File: src/rtl/komandara_axi4_pkg.sv
// Shared AXI4 types for the komandara AXI slaves.
// Provides burst/response encodings, ARLEN/ARSIZE field types, the read-slave
// FSM state type and a WRAP burst-length legality check.
package komandara_axi4_pkg;

    typedef logic [7:0] axi_len_t;
    typedef logic [2:0] axi_size_t;

    typedef enum logic [1:0] {
        AXI_BURST_FIXED = 2'b00,
        AXI_BURST_INCR  = 2'b01,
        AXI_BURST_WRAP  = 2'b10
    } axi_burst_e;

    localparam logic [1:0] AXI_BURST_RSVD = 2'b11;

    typedef enum logic [1:0] {
        AXI_RESP_OKAY   = 2'b00,
        AXI_RESP_EXOKAY = 2'b01,
        AXI_RESP_SLVERR = 2'b10,
        AXI_RESP_DECERR = 2'b11
    } axi_resp_e;

    typedef enum logic [1:0] {
        RD_IDLE  = 2'b00,
        RD_ISSUE = 2'b01,
        RD_ERR   = 2'b10
    } rd_state_e;

    // WRAP bursts must be 2, 4, 8 or 16 beats long.
    function automatic logic axi_wrap_len_ok(input axi_len_t len);
        return (len == 8'd1) || (len == 8'd3) || (len == 8'd7) || (len == 8'd15);
    endfunction

endpackage

File: src/rtl/komandara_axi4_burst_addr.sv
// Per-beat AXI address generator.
// Ports: clk_i/rst_ni; load_i latches start_addr_i/len_i/size_i/burst_i;
// advance_i steps to the next beat address; addr_o is the current beat address.
module komandara_axi4_burst_addr
    import komandara_axi4_pkg::*;
#(
    parameter int unsigned ADDR_W = 32
) (
    input  logic              clk_i,
    input  logic              rst_ni,
    input  logic              load_i,
    input  logic [ADDR_W-1:0] start_addr_i,
    input  axi_len_t          len_i,
    input  axi_size_t         size_i,
    input  logic [1:0]        burst_i,
    input  logic              advance_i,
    output logic [ADDR_W-1:0] addr_o
);

    logic [ADDR_W-1:0] cur_q;
    logic [ADDR_W-1:0] mask_q;
    axi_size_t         size_q;
    axi_burst_e        burst_q;

    logic [ADDR_W-1:0] step;
    logic [ADDR_W-1:0] next_addr;

    // Next address: FIXED holds, INCR aligns then steps, WRAP stays inside the span.
    always_comb begin
        step      = ADDR_W'(1) << size_q;
        next_addr = cur_q;
        unique case (burst_q)
            AXI_BURST_INCR: next_addr = (cur_q & ~(step - ADDR_W'(1))) + step;
            AXI_BURST_WRAP: next_addr = (cur_q & ~mask_q) | ((cur_q + step) & mask_q);
            default:        next_addr = cur_q;
        endcase
    end

    // Wrap mask is span-1 with span = beats << size, captured once per burst.
    always_ff @(posedge clk_i or negedge rst_ni) begin
        if (!rst_ni) begin
            cur_q   <= '0;
            mask_q  <= '0;
            size_q  <= '0;
            burst_q <= AXI_BURST_FIXED;
        end else if (load_i) begin
            cur_q   <= start_addr_i;
            mask_q  <= ((ADDR_W'(len_i) + ADDR_W'(1)) << size_i) - ADDR_W'(1);
            size_q  <= size_i;
            burst_q <= axi_burst_e'(burst_i);
        end else if (advance_i) begin
            cur_q   <= next_addr;
        end
    end

    assign addr_o = cur_q;

endmodule

File: src/rtl/komandara_axi4_rd_slave.sv
// AXI4 read-channel slave front end.
// Accepts AR bursts, issues one single-beat read per cycle to an SRAM-style port
// with 1-cycle latency, and returns R beats through a 2-entry response FIFO.
// Ports: AR channel (ar_*), R channel (r_*), memory port (mem_*), clk_i, rst_ni.
module komandara_axi4_rd_slave
    import komandara_axi4_pkg::*;
#(
    parameter int unsigned ADDR_W = 32,
    parameter int unsigned DATA_W = 32,
    parameter int unsigned ID_W   = 4
) (
    input  logic              clk_i,
    input  logic              rst_ni,
    input  logic [ID_W-1:0]   ar_id_i,
    input  logic [ADDR_W-1:0] ar_addr_i,
    input  logic [7:0]        ar_len_i,
    input  logic [2:0]        ar_size_i,
    input  logic [1:0]        ar_burst_i,
    input  logic              ar_valid_i,
    output logic              ar_ready_o,
    output logic [ID_W-1:0]   r_id_o,
    output logic [DATA_W-1:0] r_data_o,
    output logic [1:0]        r_resp_o,
    output logic              r_last_o,
    output logic              r_valid_o,
    input  logic              r_ready_i,
    output logic              mem_req_o,
    output logic [ADDR_W-1:0] mem_addr_o,
    input  logic [DATA_W-1:0] mem_rdata_i,
    input  logic              mem_err_i
);

    localparam int unsigned MAX_SIZE = $clog2(DATA_W / 8);

    rd_state_e state_q, state_d;

    logic [ID_W-1:0] id_q;
    axi_len_t        len_q;
    axi_len_t        beat_q;

    logic            pending_q;
    logic [ID_W-1:0] pend_id_q;
    logic            pend_last_q;

    logic [ID_W-1:0]   fifo_id_q   [2];
    logic [DATA_W-1:0] fifo_data_q [2];
    axi_resp_e         fifo_resp_q [2];
    logic              fifo_last_q [2];
    logic              wr_ptr_q, rd_ptr_q;
    logic [1:0]        count_q;

    logic ar_hs, ar_legal, last_beat, pop, push, credit_ok, err_push;

    assign ar_hs     = ar_valid_i & ar_ready_o;
    assign ar_legal  = (ar_burst_i != AXI_BURST_RSVD)
                     && (ar_size_i <= axi_size_t'(MAX_SIZE))
                     && !((ar_burst_i == AXI_BURST_WRAP) && !axi_wrap_len_ok(ar_len_i));
    assign last_beat = (beat_q == len_q);
    assign r_valid_o = (count_q != 2'd0);
    assign pop       = r_valid_o & r_ready_i;
    assign push      = pending_q | err_push;

    // Occupancy plus the in-flight beat, net of this cycle's pop, must leave a free slot.
    assign credit_ok = ({1'b0, count_q} + {2'b00, pending_q}) < (3'd2 + {2'b00, pop});

    // State register.
    always_ff @(posedge clk_i or negedge rst_ni) begin
        if (!rst_ni) state_q <= RD_IDLE;
        else         state_q <= state_d;
    end

    // Next-state logic.
    always_comb begin
        state_d = state_q;
        unique case (state_q)
            RD_IDLE:  if (ar_hs) state_d = ar_legal ? RD_ISSUE : RD_ERR;
            RD_ISSUE: if (mem_req_o && last_beat) state_d = RD_IDLE;
            RD_ERR:   if (err_push && last_beat) state_d = RD_IDLE;
            default:  state_d = RD_IDLE;
        endcase
    end

    // State-decoded outputs.
    always_comb begin
        ar_ready_o = 1'b0;
        mem_req_o  = 1'b0;
        err_push   = 1'b0;
        unique case (state_q)
            RD_IDLE:  ar_ready_o = 1'b1;
            RD_ISSUE: mem_req_o  = credit_ok;
            RD_ERR:   err_push   = credit_ok;
            default:  ar_ready_o = 1'b0;
        endcase
    end

    // Burst bookkeeping and the one-deep memory response pipeline.
    always_ff @(posedge clk_i or negedge rst_ni) begin
        if (!rst_ni) begin
            id_q        <= '0;
            len_q       <= '0;
            beat_q      <= '0;
            pending_q   <= 1'b0;
            pend_id_q   <= '0;
            pend_last_q <= 1'b0;
        end else begin
            if (ar_hs) begin
                id_q   <= ar_id_i;
                len_q  <= ar_len_i;
                beat_q <= '0;
            end else if (mem_req_o || err_push) begin
                beat_q <= beat_q + 8'd1;
            end
            pending_q   <= mem_req_o;
            pend_id_q   <= id_q;
            pend_last_q <= last_beat;
        end
    end

    // Two-entry response FIFO; the head entry drives the R channel.
    always_ff @(posedge clk_i or negedge rst_ni) begin
        if (!rst_ni) begin
            for (int i = 0; i < 2; i++) begin
                fifo_id_q[i]   <= '0;
                fifo_data_q[i] <= '0;
                fifo_resp_q[i] <= AXI_RESP_OKAY;
                fifo_last_q[i] <= 1'b0;
            end
            wr_ptr_q <= 1'b0;
            rd_ptr_q <= 1'b0;
            count_q  <= 2'd0;
        end else begin
            if (push) begin
                fifo_id_q[wr_ptr_q]   <= pending_q ? pend_id_q : id_q;
                fifo_data_q[wr_ptr_q] <= pending_q ? mem_rdata_i : '0;
                fifo_resp_q[wr_ptr_q] <= (pending_q && !mem_err_i) ? AXI_RESP_OKAY : AXI_RESP_SLVERR;
                fifo_last_q[wr_ptr_q] <= pending_q ? pend_last_q : last_beat;
                wr_ptr_q              <= ~wr_ptr_q;
            end
            if (pop) rd_ptr_q <= ~rd_ptr_q;
            unique case ({push, pop})
                2'b10:   count_q <= count_q + 2'd1;
                2'b01:   count_q <= count_q - 2'd1;
                default: count_q <= count_q;
            endcase
        end
    end

    assign r_id_o   = fifo_id_q[rd_ptr_q];
    assign r_data_o = fifo_data_q[rd_ptr_q];
    assign r_resp_o = fifo_resp_q[rd_ptr_q];
    assign r_last_o = fifo_last_q[rd_ptr_q];

    komandara_axi4_burst_addr #(
        .ADDR_W (ADDR_W)
    ) u_burst_addr (
        .clk_i        (clk_i),
        .rst_ni       (rst_ni),
        .load_i       (ar_hs),
        .start_addr_i (ar_addr_i),
        .len_i        (ar_len_i),
        .size_i       (ar_size_i),
        .burst_i      (ar_burst_i),
        .advance_i    (mem_req_o),
        .addr_o       (mem_addr_o)
    );

endmodule

File: config.mk
export PLATFORM = sky130hd
export DESIGN_NAME = komandara_axi4_rd_slave
export DESIGN_NICKNAME = d
export VERILOG_FILES = /design/src/rtl/komandara_axi4_pkg.sv /design/src/rtl/komandara_axi4_burst_addr.sv /design/src/rtl/komandara_axi4_rd_slave.sv
export SDC_FILE = /design/constraint.sdc
export NUM_CORES = 1
export LEC_CHECK = 0
export ABC_AREA = 1
export BUFFER_PORTS_ARGS = -buffer_cell sky130_fd_sc_hd__buf_2
export CAP_MARGIN = 30
export CORE_MARGIN = 10
export CORE_UTILIZATION = 30
export DETAILED_ROUTE_END_ITERATION = 8
export GPL_ROUTABILITY_DRIVEN = 0
export HOLD_SLACK_MARGIN = 0.12
export PLACE_DENSITY = 0.55
export SYNTH_ARGS = -nofsm -noshare
export SYNTH_HDL_FRONTEND = slang
export SYNTH_SLANG_ARGS = --single-unit
File: constraint.sdc
create_clock -name clk_i -period 3.1 [get_ports clk_i]
set_clock_uncertainty 0.2 [all_clocks]
set_input_delay 0.31 -clock clk_i [delete_from_list [all_inputs] [get_ports clk_i]]
set_output_delay 0.31 -clock clk_i [all_outputs]
set_load 0.02 [all_outputs]
==> results of run 1 <==
==> repair_timing <==
action | in CTS | in global routing
hold buffers | 81 | 0
resized for setup | 0 | 12
setup buffers | 0 | 4
hold endpoints to repair | 291 | 0
setup endpoints to repair | 0 | 26
==> kinds of logic (layout without fill, tap and decap cells) <==
kind of cell | Yosys count | count (layout) | synth area share (%)
XOR/XNOR | 37 | 37 | 2.76
AO/OA/AOI/OAI | 242 | 242 | 11.7
adder cells (fa/ha/maj) | 23 | 23 | 2.51
AND/OR/NAND/NOR | 983 | 983 | 37.4
other | 1 | 1 | 0.0319
buffers and inverters | 234 | 467 | 8.10
flip-flops | 176 | 176 | 37.5
==> worst max-delay path by stage <==
| stage | endpoint | from | depth (start not counted) |
|---|---|---|---|
| global placement | register | u_burst_addr.size_q[2]$_DFFE_PN0P_ | 21 |
| CTS | register | u_burst_addr.size_q[0]$_DFFE_PN0P_ | 19 |
| finish | register | u_burst_addr.size_q[2]$_DFFE_PN0P_ | 21 |
| detailed placement | register | u_burst_addr.size_q[0]$_DFFE_PN0P_ | 19 |
| floorplan | register | u_burst_addr.size_q[2]$_DFFE_PN0P_ | 20 |
| global route | register | u_burst_addr.size_q[2]$_DFFE_PN0P_ | 20 |
==> through the flow <==
step           hold WS (ns)  TNS (ns)  util (%)  instances
2_1_floorplan        -0.186         0         -       1696
6_report              0.131         0      37.8       2447
3_5_place_dp         0.0609         0      33.9       2330
5_1_grt               0.168   -0.0947      37.8       2447
4_1_cts               0.138         0      37.6       2443
3_3_place_gp         0.0583         0      33.9       2330
==> metal layers <==
metal | up-vias | wire (um) | global-route usage [%]
li1 | 5906 | - | -
met1 | 5503 | 17200 | 20.8
met5 | - | 0 | 0
met2 | 249 | 18000 | 26.3
met4 | 0 | 518 | 3.54
met3 | 26 | 1690 | 2.93
==> report_power, final <==
part / internal [mW] / switching, mW / total, mW / leakage [nW]
Sequential: 2.99 / 0.703 / 3.69 / 2.28
Clock: 1.10 / 1.11 / 2.21 / 0.295
Combinational: 1.88 / 3.88 / 5.77 / 4.83
Total: 5.97 / 5.70 / 11.7 / 7.41
==> cells in the final DEF (no fill, tap or decap), drive strengths merged <==
master	n
nor4	7
xor2	27
buf	190
nand2b	1
o311ai	2
inv	167
fa	1
dfrtp	176
nor2	168
nor3b	1
a21boi	1
clkbuf	17
o41ai	1
a211oi	1
nor3	11
ha	22
nand3	148
o211ai	7
a21oi	47
xnor2	10
a22oi	3
nand2	612
o21bai	6
a31oi	21
conb	1
clkinvlp	1
o21ai	139
or2	5
o31ai	13
nand4	25
a22o	1
clkinv	11
nand3b	5
dlygate4sd3	81
==> final cells by class <==
| cell class | instances | area [sq um] |
|---|---|---|
| clock buffer | 17 | 425 |
| inverter | 164 | 619 |
| tap | 518 | 648 |
| fill | 4115 | 24100 |
| sequential | 176 | 4400 |
| multi-input combinational | 1286 | 6450 |
| clock inverter | 15 | 184 |
| timing repair buffer | 271 | 1900 |
==> flow_summary.toml, run 1 <==
[sta]
slew_headroom_pct = 53.2
min_period_over_period_pct = 94.3
finalSetupViolCount = 0
tightest_slew_ns = 0.700
fin_ws_ns = 0.178
final_hold_viol_count = 0
rsz0062_at_grt = "true"
slew_viol_final = 0
min_period_ns = 2.92
fmax_mhz = 342

[route]
avgRoutedWirePerCell_um = 15.3
drc_errors = 0
ant_nets = 0
dr_total_vias = 11700
totalWireLength_um = 37500
drt-initial-drc-count = 903
drt_first_pass_iters = 5
via_per_inst = 4.77

[floorplan]
start_util_pct = 30.4
dieArea_sq_mm = 0.0475
die_y_um = 218
fp.coreArea_sq_mm = 0.0387
ios = 160
fp.dieW_um = 218
rows = 72

[worst_setup_path]
reg2reg_depth = 21
critPathLaunchType = "register"
r2r-start = "u_burst_addr.size_q[2]$_DFFE_PN0P_"
worst-path-buf-inv = 5
cpMaxStageDelayCell = "dfrtp_1"
worst-r2r-setup-slack_ns = 0.18
slowest_delay_ns = 0.41
cp_cell_sequence = "inv_4 -> nand2_1 -> nor2_2 -> ha_1 -> inv_1 -> fa_1 -> inv_1 -> nand3_1 -> nand2_2 -> nand2_1 -> nand3_2 -> nand2_1 -> nor2_2 -> inv_1 -> o21ai_1 -> nand3_1 -> o21ai_0 -> inv_1 -> nand2_1 -> nand2_1 -> nand2_1"
cp_top_family = "simple AND/OR/NAND/NOR gates"
crit_fanout = 6
crit_top_cell = "nand2_1"
critPathRequiredTime_ns = 3.29
worstPathArrival_ns = 3.11
end_kind = "register"
worstSetupPathType = "register to register"

[place]
numPortBuffers = 158
pre_cts_slack_ns = 0.165
placed_cell_area_sq_mm = 0.0131
dp_hpwl_um = 27300

[final_layout]
n_antenna_cell = 0
nets = 2025
drive_gt1_share_pct = 17.7
fin_area_sq_mm = 0.0146
area_delta_synth_final_pct = 24.5

[run_status]
status = "finished, final reports clean"

[clock_tree]
clk_latency_ns = 0.45
cts_num_sinks = 176
numCtsBuffers = 17
clockBufferDepth = 2
clk_pin_slew_ns = 0.08
ctsRootBufferMaster = "clkbuf_16"
cts_tree = "yes"
htree_num_levels = 4

[flow_run]
maxCapViolations = 0

[power_and_ir_drop]
p_leak_nw = 7.41
ir_drop_v = 0.000480
fin_total_pwr_mw = 11.7
power_density_mw_per_mm2 = 797

[synthesis]
post_synth_num_cell_types = 55
async_reset_ff_share_pct = 100
synth_top_area_cell = "dfrtp_1"
netlist_area_sq_mm = 0.0118
syn_inst = 1696
postSynthAreaPerCell_sq_um = 6.93
ys_ff_latch = 176
synth.area.top_cells = "dfrtp_1 37%, nand2_1 19%, nand3_1 5.6%"
syn-num-nets = 1805
synth-edff-count = 0
yosysTopAreaCellShare_pct = 37.5
yosysMostFrequentCell = "nand2_1"
seq_area_frac_synth_pct = 37.5
yosysWarningCount = 0
synth.cells.most_frequent = "588 x nand2_1, 176 x dfrtp_1, 147 x nor2_1"
yosys_most_used_dff = "dfrtp_1"

[global_routing]
grt_usage_pct = 15.8
grt_max_degree = 73
antenna_found_initial = 0
grt_first_pass_wirelength_um = 61500
grt-ovfl-total = 0
grt_pass1_vias = 11300

[hold_path]
min_path_type = "input port to async pin"
Power figures use the tool's default switching activity.
==> inputs of run 2 (changes only) <==
BUFFER_PORTS_ARGS = default   (was -buffer_cell sky130_fd_sc_hd__buf_2)
DONT_BUFFER_PORTS = 1   (was default)
PLACE_DENSITY = 0.52   (was 0.55)
==> run 2 against run 1 <==
The flow now finishes with violations (hold timing). Wire length rose by 2.2%. Design area fell by 4.6%. Count of clock-buffer cells in the layout rose by 1. Combinational power fell by 3%. Clock power fell by 3%. Maximum frequency rose by 1.1%. Hold slack got worse by 0.80 ns. Via count fell by 3.3%. Largest power group unchanged.
==> flow_summary.toml, run 2 (synthesis gave the netlist of run 1 again) <==
[run_status]
status = "finished with violations"
violations = "hold timing"

[route]
dr_total_vias = 11300
ant_nets = 0
via_per_inst = 4.89
drc_errors = 0
drt-initial-drc-count = 972
avgRoutedWirePerCell_um = 16.6
totalWireLength_um = 38300
drt_first_pass_iters = 5

[clock_tree]
numCtsBuffers = 17
cts-hold-fix-buffers = 85
cts_tree = "yes"
htree_num_levels = 4
clk_pin_slew_ns = 0.08
ctsRootBufferMaster = "clkbuf_16"
clockBufferDepth = 2
cts_num_sinks = 176
clk_latency_ns = 0.46

[power_and_ir_drop]
power_density_mw_per_mm2 = 821
p_leak_nw = 6.78
ir_drop_v = 0.000452

[hold_path]
min_path_type = "input port to async pin"

[floorplan]
ios = 160
fp.coreArea_sq_mm = 0.0387
dieArea_sq_mm = 0.0475
fp.dieW_um = 218
start_util_pct = 30.4
rows = 72
die_y_um = 218

[global_routing]
grt_pass1_vias = 11000
grt_first_pass_wirelength_um = 61500
grt_usage_pct = 16.1
grt_max_degree = 177
grt-ovfl-total = 0
antenna_found_initial = 0

[sta]
min_period_over_period_pct = 93.2
rsz0062_at_grt = "true"
fin_ws_ns = 0.210
fmax_mhz = 346
finalSetupViolCount = 0
min_period_ns = 2.89
slew_viol_final = 0
final_hold_viol_count = 176
slew_headroom_pct = 44.6
tightest_slew_ns = 0.823
hold_slack_ns = -0.665

[worst_setup_path]
cp_top_family = "simple AND/OR/NAND/NOR gates"
crit_fanout = 6
critPathLaunchType = "register"
reg2reg_depth = 19
crit_top_cell = "nand2_1"
slowest_delay_ns = 0.42
end_kind = "register"
worst-path-buf-inv = 3
worst-r2r-setup-slack_ns = 0.21
r2r-start = "u_burst_addr.size_q[2]$_DFFE_PN0P_"
worstPathArrival_ns = 3.04
worstSetupPathType = "register to register"
cpMaxStageDelayCell = "dfrtp_1"
cp_num_cells = 19
cp_cell_sequence = "inv_4 -> nand2_1 -> nor2_2 -> ha_2 -> inv_1 -> fa_2 -> inv_1 -> nand3_1 -> nand2_2 -> nand2_1 -> nand3_2 -> nand2_2 -> nor2_4 -> nand2_1 -> xor2_1 -> a31oi_1 -> nand2_1 -> nand2_1 -> nand2_1"
critPathRequiredTime_ns = 3.25

[final_layout]
area_delta_synth_final_pct = 18.8
final_common_cell = "nand2_1"
drive_gt1_share_pct = 11.3
most-common-layout-cells = "583 x nand2_1, 176 x dfrtp_1, 144 x nor2_1, 138 x inv_1, 132 x nand3_1"
nets = 1888
n_antenna_cell = 0
n_fill_cell = 4111

[place]
numPortBuffers = 0
dp_hpwl_um = 27100
pre_cts_slack_ns = 0.162

[flow_run]
maxCapViolations = 0
-- run 2: report_power, final --
group | total, mW | switching, mW | internal (mW)
sequential | 3.74 | 0.754 | 2.98
clock | 2.14 | 1.07 | 1.07
combinational | 5.59 | 3.78 | 1.81
-- run 2: final cells by class --
| cell class | instances | area (sq um) | share of cell area [%] |
|---|---|---|---|
| clock buffers | 18 | 429 | 3.07 |
| clock inverters | 14 | 149 | 1.07 |
| inverters | 164 | 619 | 4.44 |
| multi-input cells | 1286 | 6460 | 46.3 |
| flip-flops and latches | 176 | 4400 | 31.5 |
| well taps | 518 | 648 | 4.64 |
| repair buffers | 134 | 1250 | 8.98 |
-- run 2: worst register-to-register path: stages (launching register included) --
cell	delay [ns]
dfrtp_1	0.42
inv_4	0.10
nand2_1	0.08
nor2_2	0.11
ha_2	0.19
inv_1	0.05
fa_2	0.34
inv_1	0.07
nand3_1	0.09
nand2_2	0.12
nand2_1	0.08
nand3_2	0.11
nand2_2	0.10
nor2_4	0.17
nand2_1	0.08
xor2_1	0.15
a31oi_1	0.17
nand2_1	0.07
nand2_1	0.05
nand2_1	0.05
-- run 2: worst max-delay path by stage --
stage | slack, ns | endpoint | from
final | 0.21 | register | u_burst_addr.size_q[2]$_DFFE_PN0P_
after global routing | -0.03 | register | u_burst_addr.size_q[2]$_DFFE_PN0P_
after CTS | 0.15 | register | u_burst_addr.size_q[1]$_DFFE_PN0P_
after detailed placement | 0.16 | register | u_burst_addr.size_q[1]$_DFFE_PN0P_
after global placement | 0.20 | register | u_burst_addr.size_q[2]$_DFFE_PN0P_
after floorplan | 0.25 | register | u_burst_addr.size_q[2]$_DFFE_PN0P_
-- run 2: repair_timing --
item | in CTS | in global routing
endpoints found under the hold margin | 311 | 176
endpoints found under the setup margin | 0 | 20
buffers inserted | 0 | 2
resized for setup | 0 | 20
-- run 2: metal layers --
layer / vias to the layer above / track usage, % / routed length [um]
met5: - / 0 / 0
met4: 0 / 5.44 / 837
met3: 44 / 3.26 / 2080
met2: 303 / 26.4 / 18100
met1: 5317 / 20.9 / 17300
li1: 5633 / - / -
-- run 2: through the flow --
stage	util (%)	setup TNS, ns	power [mW]	area (sq um)	cells
final	36.0	0	11.5	14000	2310
after global routing	36.0	-0.0349	12.4	14000	2310
after CTS	35.9	0	11.5	13900	2308
after detailed placement	32.2	0	9.21	12500	2191
after global placement	32.2	0	9.15	12500	2191
after floorplan	-	0	7.49	11800	1696
